**config.mk**
```make
export PLATFORM = sky130hd
export DESIGN_NAME = command_round_robin_scheduler
export DESIGN_NICKNAME = d
export VERILOG_FILES = /design/src/rtl/command_round_robin_scheduler_pkg.sv /design/src/rtl/command_round_robin_scheduler_select.sv /design/src/rtl/command_round_robin_scheduler.sv
export SDC_FILE = /design/constraint.sdc
export NUM_CORES = 1
export LEC_CHECK = 0
export ABC_AREA = 1
export BUFFER_PORTS_ARGS = -buffer_cell sky130_fd_sc_hd__buf_2
export CAP_MARGIN = 30
export CORE_MARGIN = 3
export CORE_UTILIZATION = 33
export DETAILED_ROUTE_END_ITERATION = 16
export SLEW_MARGIN = 20
export SYNTH_ARGS = -nofsm -noshare
export SYNTH_HDL_FRONTEND = slang
export SYNTH_SLANG_ARGS = --single-unit
```
**constraint.sdc**
```tcl
create_clock -name clock -period 5.85 [get_ports clock]
set_clock_uncertainty 0.2 [all_clocks]
set_input_delay 1.17 -clock clock [delete_from_list [all_inputs] [get_ports clock]]
set_output_delay 1.17 -clock clock [all_outputs]
set_load 0.02 [all_outputs]
```
**src/rtl/command_round_robin_scheduler_pkg.sv**
```systemverilog
// ---------------------------------------------------------------------------
// AFU_PKG -- shared types for the command round-robin scheduler.
//   SchedState        : scheduler FSM states
//   CommandBufferLine : one command buffer entry (also the issued command)
//   CMD_LINE_IDLE     : value driven on the command output when nothing issues
// ---------------------------------------------------------------------------
package AFU_PKG;

    typedef enum logic [1:0] {
        DISABLED  = 2'd0,
        INIT      = 2'd1,
        ACTIVE    = 2'd2,
        NO_CREDIT = 2'd3
    } SchedState;

    typedef enum logic [1:0] {
        INVALID = 2'd0,
        READ    = 2'd1,
        WRITE   = 2'd2,
        FLUSH   = 2'd3
    } CommandType;

    typedef enum logic [1:0] {
        STRICT   = 2'd0,
        RELAXED  = 2'd1,
        PASSTHRU = 2'd2
    } AbtType;

    typedef struct packed {
        logic        valid;
        logic [7:0]  cmd;
        CommandType  command;
        logic [31:0] address;
        logic [7:0]  size;
        AbtType      abt;
    } CommandBufferLine;

    localparam CommandBufferLine CMD_LINE_IDLE = '{
        valid:   1'b0,
        cmd:     '0,
        command: INVALID,
        address: '0,
        size:    '0,
        abt:     STRICT
    };

endpackage

```
**src/rtl/command_round_robin_scheduler_select.sv**
```systemverilog
// ---------------------------------------------------------------------------
// rr_priority_select -- combinational round-robin pick.
// Returns a one-hot vector marking the first set request at or after
// 'pointer', searching upward and wrapping modulo NUM_REQUESTS.
//   requests : request vector
//   pointer  : current priority position
//   grant    : one-hot selection (all zero when no request is set)
// ---------------------------------------------------------------------------
module rr_priority_select
    import AFU_PKG::*;
#(
    parameter int NUM_REQUESTS = 4,
    parameter int PTR_W        = 2
) (
    input  logic [NUM_REQUESTS-1:0] requests,
    input  logic [PTR_W-1:0]        pointer,
    output logic [NUM_REQUESTS-1:0] grant
);

    localparam int unsigned N = NUM_REQUESTS;

    logic        w_found;
    int unsigned w_idx;

    always_comb begin
        grant   = '0;
        w_found = 1'b0;
        w_idx   = 0;
        for (int unsigned off = 0; off < N; off++) begin
            w_idx = int'(pointer) + off;
            if (w_idx >= N) begin
                w_idx = w_idx - N;
            end
            if (!w_found && requests[w_idx[PTR_W-1:0]]) begin
                grant[w_idx[PTR_W-1:0]] = 1'b1;
                w_found                 = 1'b1;
            end
        end
    end

endmodule

```
**src/rtl/command_round_robin_scheduler.sv**
```systemverilog
// ---------------------------------------------------------------------------
// command_round_robin_scheduler -- credit-gated round-robin command issuer.
// Picks one requester per cycle (round robin), issues its head command one
// cycle later, and tracks outstanding credits.
//
// Configuration macro: CMD_SCHED_BURST_EN
//   undefined : pointer rotates after every grant, MAX_BURST unused
//   defined   : up to MAX_BURST consecutive grants to the same requester
//
// Ports
//   clock               : clock, rising edge
//   rstn                : asynchronous active-low reset
//   enabled_in          : scheduler enable (registered internally)
//   credits_init        : credit count loaded in INIT
//   credit_return       : one credit returned this cycle
//   command_buffer_in   : head entry of each requester's buffer
//   requests            : requester i has a valid head entry
//   command_arbiter_out : registered issued command (idle value when none)
//   ready               : one-hot grant, requester pops in the same cycle
//   credits_out         : current credit count
//   credit_overflow     : sticky, credit returned while counter all-ones
// ---------------------------------------------------------------------------
module command_round_robin_scheduler
    import AFU_PKG::*;
#(
    parameter int NUM_REQUESTS = 4,
    parameter int CREDIT_WIDTH = 8,
    parameter int MAX_BURST    = 4
) (
    input  logic                                clock,
    input  logic                                rstn,
    input  logic                                enabled_in,
    input  logic [CREDIT_WIDTH-1:0]             credits_init,
    input  logic                                credit_return,
    input  CommandBufferLine [NUM_REQUESTS-1:0] command_buffer_in,
    input  logic [NUM_REQUESTS-1:0]             requests,
    output CommandBufferLine                    command_arbiter_out,
    output logic [NUM_REQUESTS-1:0]             ready,
    output logic [CREDIT_WIDTH-1:0]             credits_out,
    output logic                                credit_overflow
);

    localparam int PTR_W = (NUM_REQUESTS > 1) ? $clog2(NUM_REQUESTS) : 1;
    localparam logic [CREDIT_WIDTH-1:0] CREDIT_ONE = CREDIT_WIDTH'(1);

    if (NUM_REQUESTS < 2 || NUM_REQUESTS > 16) begin : g_bad_num_requests
        $error("NUM_REQUESTS must be in 2..16");
    end
    if (MAX_BURST < 1 || MAX_BURST > 15) begin : g_bad_max_burst
        $error("MAX_BURST must be in 1..15");
    end

    logic                    r_enabled;
    SchedState               r_state;
    SchedState               w_state_next;
    logic [PTR_W-1:0]        r_ptr;
    logic [PTR_W-1:0]        w_ptr_next;
    logic [CREDIT_WIDTH-1:0] r_credits;
    logic [CREDIT_WIDTH-1:0] w_credits_next;
    logic                    r_overflow;
    logic                    w_overflow_next;
    CommandBufferLine        r_cmd_out;

    logic [NUM_REQUESTS-1:0] w_onehot;
    logic [PTR_W-1:0]        w_grant_idx;
    logic                    w_grant;

    function automatic logic [PTR_W-1:0] ptr_inc(input logic [PTR_W-1:0] p);
        return (int'(p) == NUM_REQUESTS - 1) ? '0 : p + PTR_W'(1);
    endfunction

    rr_priority_select #(
        .NUM_REQUESTS (NUM_REQUESTS),
        .PTR_W        (PTR_W)
    ) u_select (
        .requests (requests),
        .pointer  (r_ptr),
        .grant    (w_onehot)
    );

    always_comb begin
        w_grant_idx = '0;
        for (int unsigned i = 0; i < NUM_REQUESTS; i++) begin
            if (w_onehot[i]) begin
                w_grant_idx = PTR_W'(i);
            end
        end
    end

    // r_enabled (not r_state) gates the grant so dropping the enable blocks
    // grants in the very first cycle the registered enable is low.
    assign w_grant = (r_state == ACTIVE) && r_enabled &&
                     (r_credits != '0) && (requests != '0);
    assign ready   = w_grant ? w_onehot : '0;

    always_comb begin
        w_credits_next  = r_credits;
        w_overflow_next = r_overflow;
        if (r_state == INIT) begin
            w_credits_next = credits_init;
        end else if (w_grant && !credit_return) begin
            w_credits_next = r_credits - CREDIT_ONE;
        end else if (!w_grant && credit_return) begin
            if (r_credits == '1) begin
                w_overflow_next = 1'b1;
            end else begin
                w_credits_next = r_credits + CREDIT_ONE;
            end
        end
    end

    always_comb begin
        w_state_next = r_state;
        if (!r_enabled) begin
            w_state_next = DISABLED;
        end else begin
            case (r_state)
                DISABLED:  w_state_next = INIT;
                INIT:      w_state_next = ACTIVE;
                ACTIVE:    if (w_credits_next == '0) w_state_next = NO_CREDIT;
                NO_CREDIT: if (w_credits_next != '0) w_state_next = ACTIVE;
                default:   w_state_next = DISABLED;
            endcase
        end
    end

`ifdef CMD_SCHED_BURST_EN
    logic [3:0] r_burst_cnt;
    logic [3:0] w_burst_next;
    logic [3:0] w_run;
    logic       w_leave;

    // w_run is the length of the current run including this grant; a grant
    // away from the pointer starts a fresh run. Leaving ACTIVE always
    // rotates so a stale hold cannot survive a credit stall or disable.
    always_comb begin
        w_leave      = (r_state == ACTIVE) && (w_state_next != ACTIVE);
        w_ptr_next   = r_ptr;
        w_burst_next = r_burst_cnt;
        w_run        = 4'd1;
        if (w_grant) begin
            if (w_grant_idx == r_ptr) begin
                w_run = r_burst_cnt + 4'd1;
            end
            if ((w_run < 4'(MAX_BURST)) && !w_leave) begin
                w_ptr_next   = w_grant_idx;
                w_burst_next = w_run;
            end else begin
                w_ptr_next   = ptr_inc(w_grant_idx);
                w_burst_next = '0;
            end
        end else if ((r_burst_cnt != '0) &&
                     (!requests[r_ptr] || (r_state != ACTIVE) || w_leave)) begin
            w_ptr_next   = ptr_inc(r_ptr);
            w_burst_next = '0;
        end
    end

    always_ff @(posedge clock or negedge rstn) begin
        if (!rstn) begin
            r_burst_cnt <= '0;
        end else begin
            r_burst_cnt <= w_burst_next;
        end
    end
`else
    always_comb begin
        w_ptr_next = w_grant ? ptr_inc(w_grant_idx) : r_ptr;
    end
`endif

    always_ff @(posedge clock or negedge rstn) begin
        if (!rstn) begin
            r_enabled  <= 1'b0;
            r_state    <= DISABLED;
            r_ptr      <= '0;
            r_credits  <= '0;
            r_overflow <= 1'b0;
            r_cmd_out  <= CMD_LINE_IDLE;
        end else begin
            r_enabled  <= enabled_in;
            r_state    <= w_state_next;
            r_ptr      <= w_ptr_next;
            r_credits  <= w_credits_next;
            r_overflow <= w_overflow_next;
            r_cmd_out  <= w_grant ? command_buffer_in[w_grant_idx] : CMD_LINE_IDLE;
        end
    end

    assign command_arbiter_out = r_cmd_out;
    assign credits_out         = r_credits;
    assign credit_overflow     = r_overflow;

endmodule
```
Word level (Yosys, flattened, before mapping)
Cells that the tools add are included.
{"block": "op_classes", "add_sub_neg": 10, "n_lt_le_gt_ge": 13, "eq_ne": 7, "mux": 43, "bitwise": 5, "reduce_logical": 24}
{"cell": "binary-select mux 53 bit (select 2 bit)", "count": 1}
{"cell": "two-way mux 53 bit", "count": 2}
{"cell": "two-way mux 8 bit", "count": 4}
{"cell": "two-way mux 2 bit", "count": 10}
{"cell": "two-way mux 4 bit", "count": 5}
{"cell": "nonzero test 8 bit", "count": 2}
{"cell": "less-than comparator 2 x 3 -> 1 bit, second input constant", "count": 5}
{"cell": "logical AND 1 bit", "count": 12}
{"cell": "two-way mux 1 bit", "count": 12}
{"cell": "OR 4 bit", "count": 3}
{"cell": ">= comparator 3 bit, second input constant", "count": 3}
{"cell": "adder 8 x 1 -> 8 bit, second input constant", "count": 1}
{"cell": "binary-select mux 1 bit (select 2 bit)", "count": 4}
{"cell": "demux 1 bit (select 2 bit)", "count": 4}
{"cell": "== test 8 bit, second input constant", "count": 1}
{"cell": ">= comparator 2 x 1 -> 1 bit, second input constant", "count": 4}
{"cell": "logical NOT 8 bit", "count": 1}
{"cell": "case mux 2 bit (4 select lines)", "count": 1}
{"cell": "subtractor 2 x 1 -> 2 bit, second input constant", "count": 4}
{"cell": "subtractor 8 x 1 -> 8 bit, second input constant", "count": 1}
{"cell": "adder 2 x 2 -> 3 bit, second input constant", "count": 2}
{"cell": "logical NOT 1 bit", "count": 5}
{"cell": "== test 2 x 1 -> 1 bit, second input constant", "count": 2}
{"cell": "== test 2 bit, second input constant", "count": 2}
{"cell": "10 further kinds", "count": 11}
{"block": "totals", "regBits": 67, "input_bits": 228, "output_inout_bits": 66, "word_cells": 113}

Logic depth before layout (Yosys ltp)
{"block": "logic_depth", "word_depth": 20, "depth_mapped": 18, "mapped_depth_nobuf": 16}

Cells and area by module
From an unflattened synthesis, not the netlist that was laid out.
{"block": "unflattened", "hier_cells": 737, "hier_area_um2": 4760.8}
{"mod": "command_round_robin_scheduler", "instances": 1, "cells_each": 664, "area_each_um2": 4364.2, "seq_area_each_um2": 1676.6}
{"mod": "rr_priority_select", "instances": 1, "cells_each": 73, "area_each_um2": 396.6, "seq_area_each_um2": 0.0}

Least setup slack after synthesis
Ideal clock, no wire load.
{"block": "synth_timing", "path_type": "input -> output", "start": "input requests[0]", "end": "output ready[3]", "arrival_ps": 2413, "path_slack_ps": 2067, "cell_stages": 11, "path_buffers": 2, "cell_sequence": "inv_1 o21ai_0 mux2i_1 nand2_1 nor2_2 nand2_1 nand3_2 buf_6 buf_2 nand2_1 inv_1"}
{"block": "synth_between", "elab_chain_cells": 13}
{"element": "start, declared", "line_no": "command_round_robin_scheduler.sv:36", "text": "input logic [NUM_REQUESTS-1:0] requests,"}
{"element": "binary-select mux 1 bit (select 2 bit)", "line_no": "command_round_robin_scheduler_select.sv:34", "text": "if (!w_found && requests[w_idx[PTR_W-1:0]]) begin"}
{"element": "two-way mux 1 bit (not written as such)", "line_no": "command_round_robin_scheduler_select.sv:34"}
{"element": "two-way mux 1 bit", "line_no": "command_round_robin_scheduler_select.sv:34"}
{"element": "logical NOT 1 bit", "line_no": "command_round_robin_scheduler_select.sv:34"}
{"element": "logical AND 1 bit", "line_no": "command_round_robin_scheduler_select.sv:34"}
{"element": "two-way mux 1 bit", "line_no": "command_round_robin_scheduler_select.sv:34"}
{"element": "logical NOT 1 bit", "line_no": "command_round_robin_scheduler_select.sv:34"}
{"element": "logical AND 1 bit", "line_no": "command_round_robin_scheduler_select.sv:34"}
{"element": "two-way mux 1 bit", "line_no": "command_round_robin_scheduler_select.sv:34"}
{"element": "logical NOT 1 bit", "line_no": "command_round_robin_scheduler_select.sv:34"}
{"element": "logical AND 1 bit", "line_no": "command_round_robin_scheduler_select.sv:34"}
{"element": "two-way mux 4 bit", "line_no": "command_round_robin_scheduler_select.sv:34"}
{"element": "two-way mux 4 bit (*)", "line_no": "command_round_robin_scheduler.sv:94", "text": "assign ready = w_grant ? w_onehot : '0;"}
{"element": "end, declared", "line_no": "command_round_robin_scheduler.sv:38", "text": "output logic [NUM_REQUESTS-1:0] ready,"}
Mark *: on every way between the ends. The rest lies on a longest branch, timed or not. The select of a mux whose other input is x is not followed.

Worst setup path after layout
{"block": "layout_timing", "start": "input requests[1]", "end": "output ready[1]"}
The elaborated chain is that of the path after synthesis.

==> run metrics <==
CP arrival 2.73 ns; clk slew on worst S/H paths 0.05 ns; Final min period 4.098 ns; Post-DRT Antenna Nets 0; Adder-Cell Fraction of Synth Area 1.919%; wire per inst 13.67 um; cells resized by post-CTS repair 0; Total Neg Setup Slack 0 ns; M3 GR Usage 5.567%; final hold violations 0; Synth area leader dfrtp_1; worst skew pair latency 0.34 ns; most common cell in the netlist nand2_1; gr usage total 21.23%; Row Count 48; Startpoint Class input pin; # Post-CTS Setup Buffers 0; vias 6855; Hold Path Stages 2; Post-Synth XOR/XNOR Area 0.1492%; met1 Use GR 25.37%; routed wire length 21250 um; dpl hpwl 15100 um; clock sink count 67; Slew @ Worst Pin 0.8429 ns; drt drc 0; crit path max fanout 37; part of the power in registers 14.5%; PortBufs 293; gpl congestion 0.8922; Post-synth EDFFs 0; share of cells above drive strength 1 25.13%; largest net degree at the start of global routing 68; number of global-route vias before repair 6567; deepest clock path buffer count 2; setup violators final 0; Yosys warning total 0; Netlist cell types 34; IO Pins 294; vias per inst 4.411; WS Path Type in -> out; worst endpoint required time 4.48 ns; Post-Synth Simple-Gate Area 41.85%; nets 1562; DRT Pass-1 Iters 5; Area Overhead vs Synth 31.68%; htree depth 3; first-pass GRT wire length 33200 um; Max Fclk 0.2440 GHz; R2R cell count 13; n_diodes 0; Hold WC Path Type reg -> reg; Post-synth ARST share 100.0%; #FFs+latches synth 67; Starting Density 33.82%; Cell Area, Synth 0.005869 sq mm; peak supply drop 410.3 uV; Syn Nets 1296; Top Usage Layer GRT met2; mux cell area share after synthesis 0.1705%; sw frac 57.03%; cts hold-fix bufs 0; DRT iter0 DRCs 277; post-layout util 44.53%; max-slew violation count 0; met2 GRT Util 37.05%; Psw 2.568 mW; Synth Instances 1059; Num CTS Buffers 9; core area 0.01736 sq mm; Die W 139.4 um; largest family of logic cells by synthesized area simple AND/OR/NAND/NOR gates; GR Overflow Total 0; Synth Area in Compound Gates 6.608%; Top FF cell, synth dfrtp_1; Die H 139.4 um; post-synth top area share 28.57%; LEAKAGE 5.330 nW; sequential fraction of the synthesis area 28.57%; CTS tree done; cell-internal power 1.935 mW; status complete, no violations; clock power share 12.5%; most frequent cells after synthesis nand2_1 (328), inv_1 (247), nor2_1 (186); unrepaired setup endpoints after global routing false; Die Area 0.01942 sq mm; Pwr Density 582.6 mW/mm^2; root buffer selected by CTS clkbuf_16; ranking of synthesized cells by area dfrtp_1 (29%), nand2_1 (21%), inv_1 (16%); Max-cap violations 0; Combinational Power Share 73.0%; Crit. End Element output pin; final worst-path cycle share 70.05%; post-synthesis average cell area 5.542 sq um; initial antenna violation count 2; slew margin rel. 43.61%
-- area by class of cell --
type / count / area (sq um)
clock inverters: 2 / 35.03
well taps: 225 / 281.5
flip-flops and latches: 67 / 1677
multi-input cells: 694 / 2978
repair buffers: 299 / 1539
clock buffers: 13 / 260.3
inverters: 254 / 958.4
fillers: 1978 / 9628
-- per-layer routing --
layer	up-vias	routed length (um)
li1	3589	-
met1	3003	8890
met4	4	338
met3	26	1584
met2	233	10400
met5	-	32
-- logic make-up (layout without fill, tap and decap cells) --
| logic type | count (synthesis) | count (layout) |
|---|---|---|
| simple gates | 609 | 609 |
| mux | 1 | 1 |
| flops | 67 | 67 |
| xor+xnor | 1 | 1 |
| compound gates | 74 | 74 |
| fa+ha+maj | 9 | 9 |
| buf+inv | 298 | 568 |
-- registers in the layout, summed over array words and instances, names as in the netlist --
name and count:
r_enabled 1, r_state 2, credits_out 8, command_arbiter_out 53, r_ptr 2, credit_overflow 1
-- critical path, stage by stage --
cell and delay [ns]:
buf_2 0.11, nor2_1 0.05, nand2_1 0.05, nand2_1 0.08
inv_1 0.08, nand2_2 0.47, a31oi_1 0.48, buf_2 0.23
-- worst paths after layout --
check	start	endpoint	slack [ns]
worst max-delay path	requests[1]	ready[1]	1.75
worst min-delay path	credit_overflow$_DFFE_PN0P_	credit_overflow$_DFFE_PN0P_	0.28
worst max register to register	r_ptr[0]$_DFFE_PN0P_	command_arbiter_out[25]$_DFF_PN0_	2.07
worst min register to register	credit_overflow$_DFFE_PN0P_	credit_overflow$_DFFE_PN0P_	0.28
max in group asynchronous	rstn	command_arbiter_out[21]$_DFF_PN0_	4.28
min in group asynchronous	rstn	credits_out[3]$_DFF_PN0_	0.59
-- power by group through the flow --
stage | Combinational, mW | Sequential, mW | Clock (mW)
global placement | 3.26 | 0.660 | 0
global route | 3.73 | 0.669 | 0.597
detailed placement | 3.30 | 0.661 | 0
floorplan | 2.52 | 0.756 | 0
CTS | 3.32 | 0.654 | 0.579
finish | 3.29 | 0.654 | 0.562
-- metrics by stage --
stage / power (mW) / setup slack, ns / hold slack, ns / area [sq um] / cells
CTS: 4.548 / 1.723 / 0.2738 / 7709 / 1553
global placement: 3.922 / 1.693 / 0.2459 / 7393 / 1537
global route: 4.991 / 1.586 / 0.2852 / 7729 / 1554
finish: 4.503 / 1.752 / 0.2755 / 7729 / 1554
detailed placement: 3.966 / 1.734 / 0.2666 / 7413 / 1538
floorplan: 3.271 / 2.067 / 0.2405 / 5869 / 1059
-- placed cells by master, fill, tap and decap left out, types with 5 or more instances in the layout --
master / count
nor2_1: 186
o21ai_0: 11
inv_2: 5
nand2_1: 327
buf_4: 5
clkbuf_16: 9
buf_2: 292
inv_1: 247
nand3_1: 80
ha_1: 9
dfrtp_1: 67
a21oi_1: 55
Note: power is estimated with default switching activity, not from simulation.
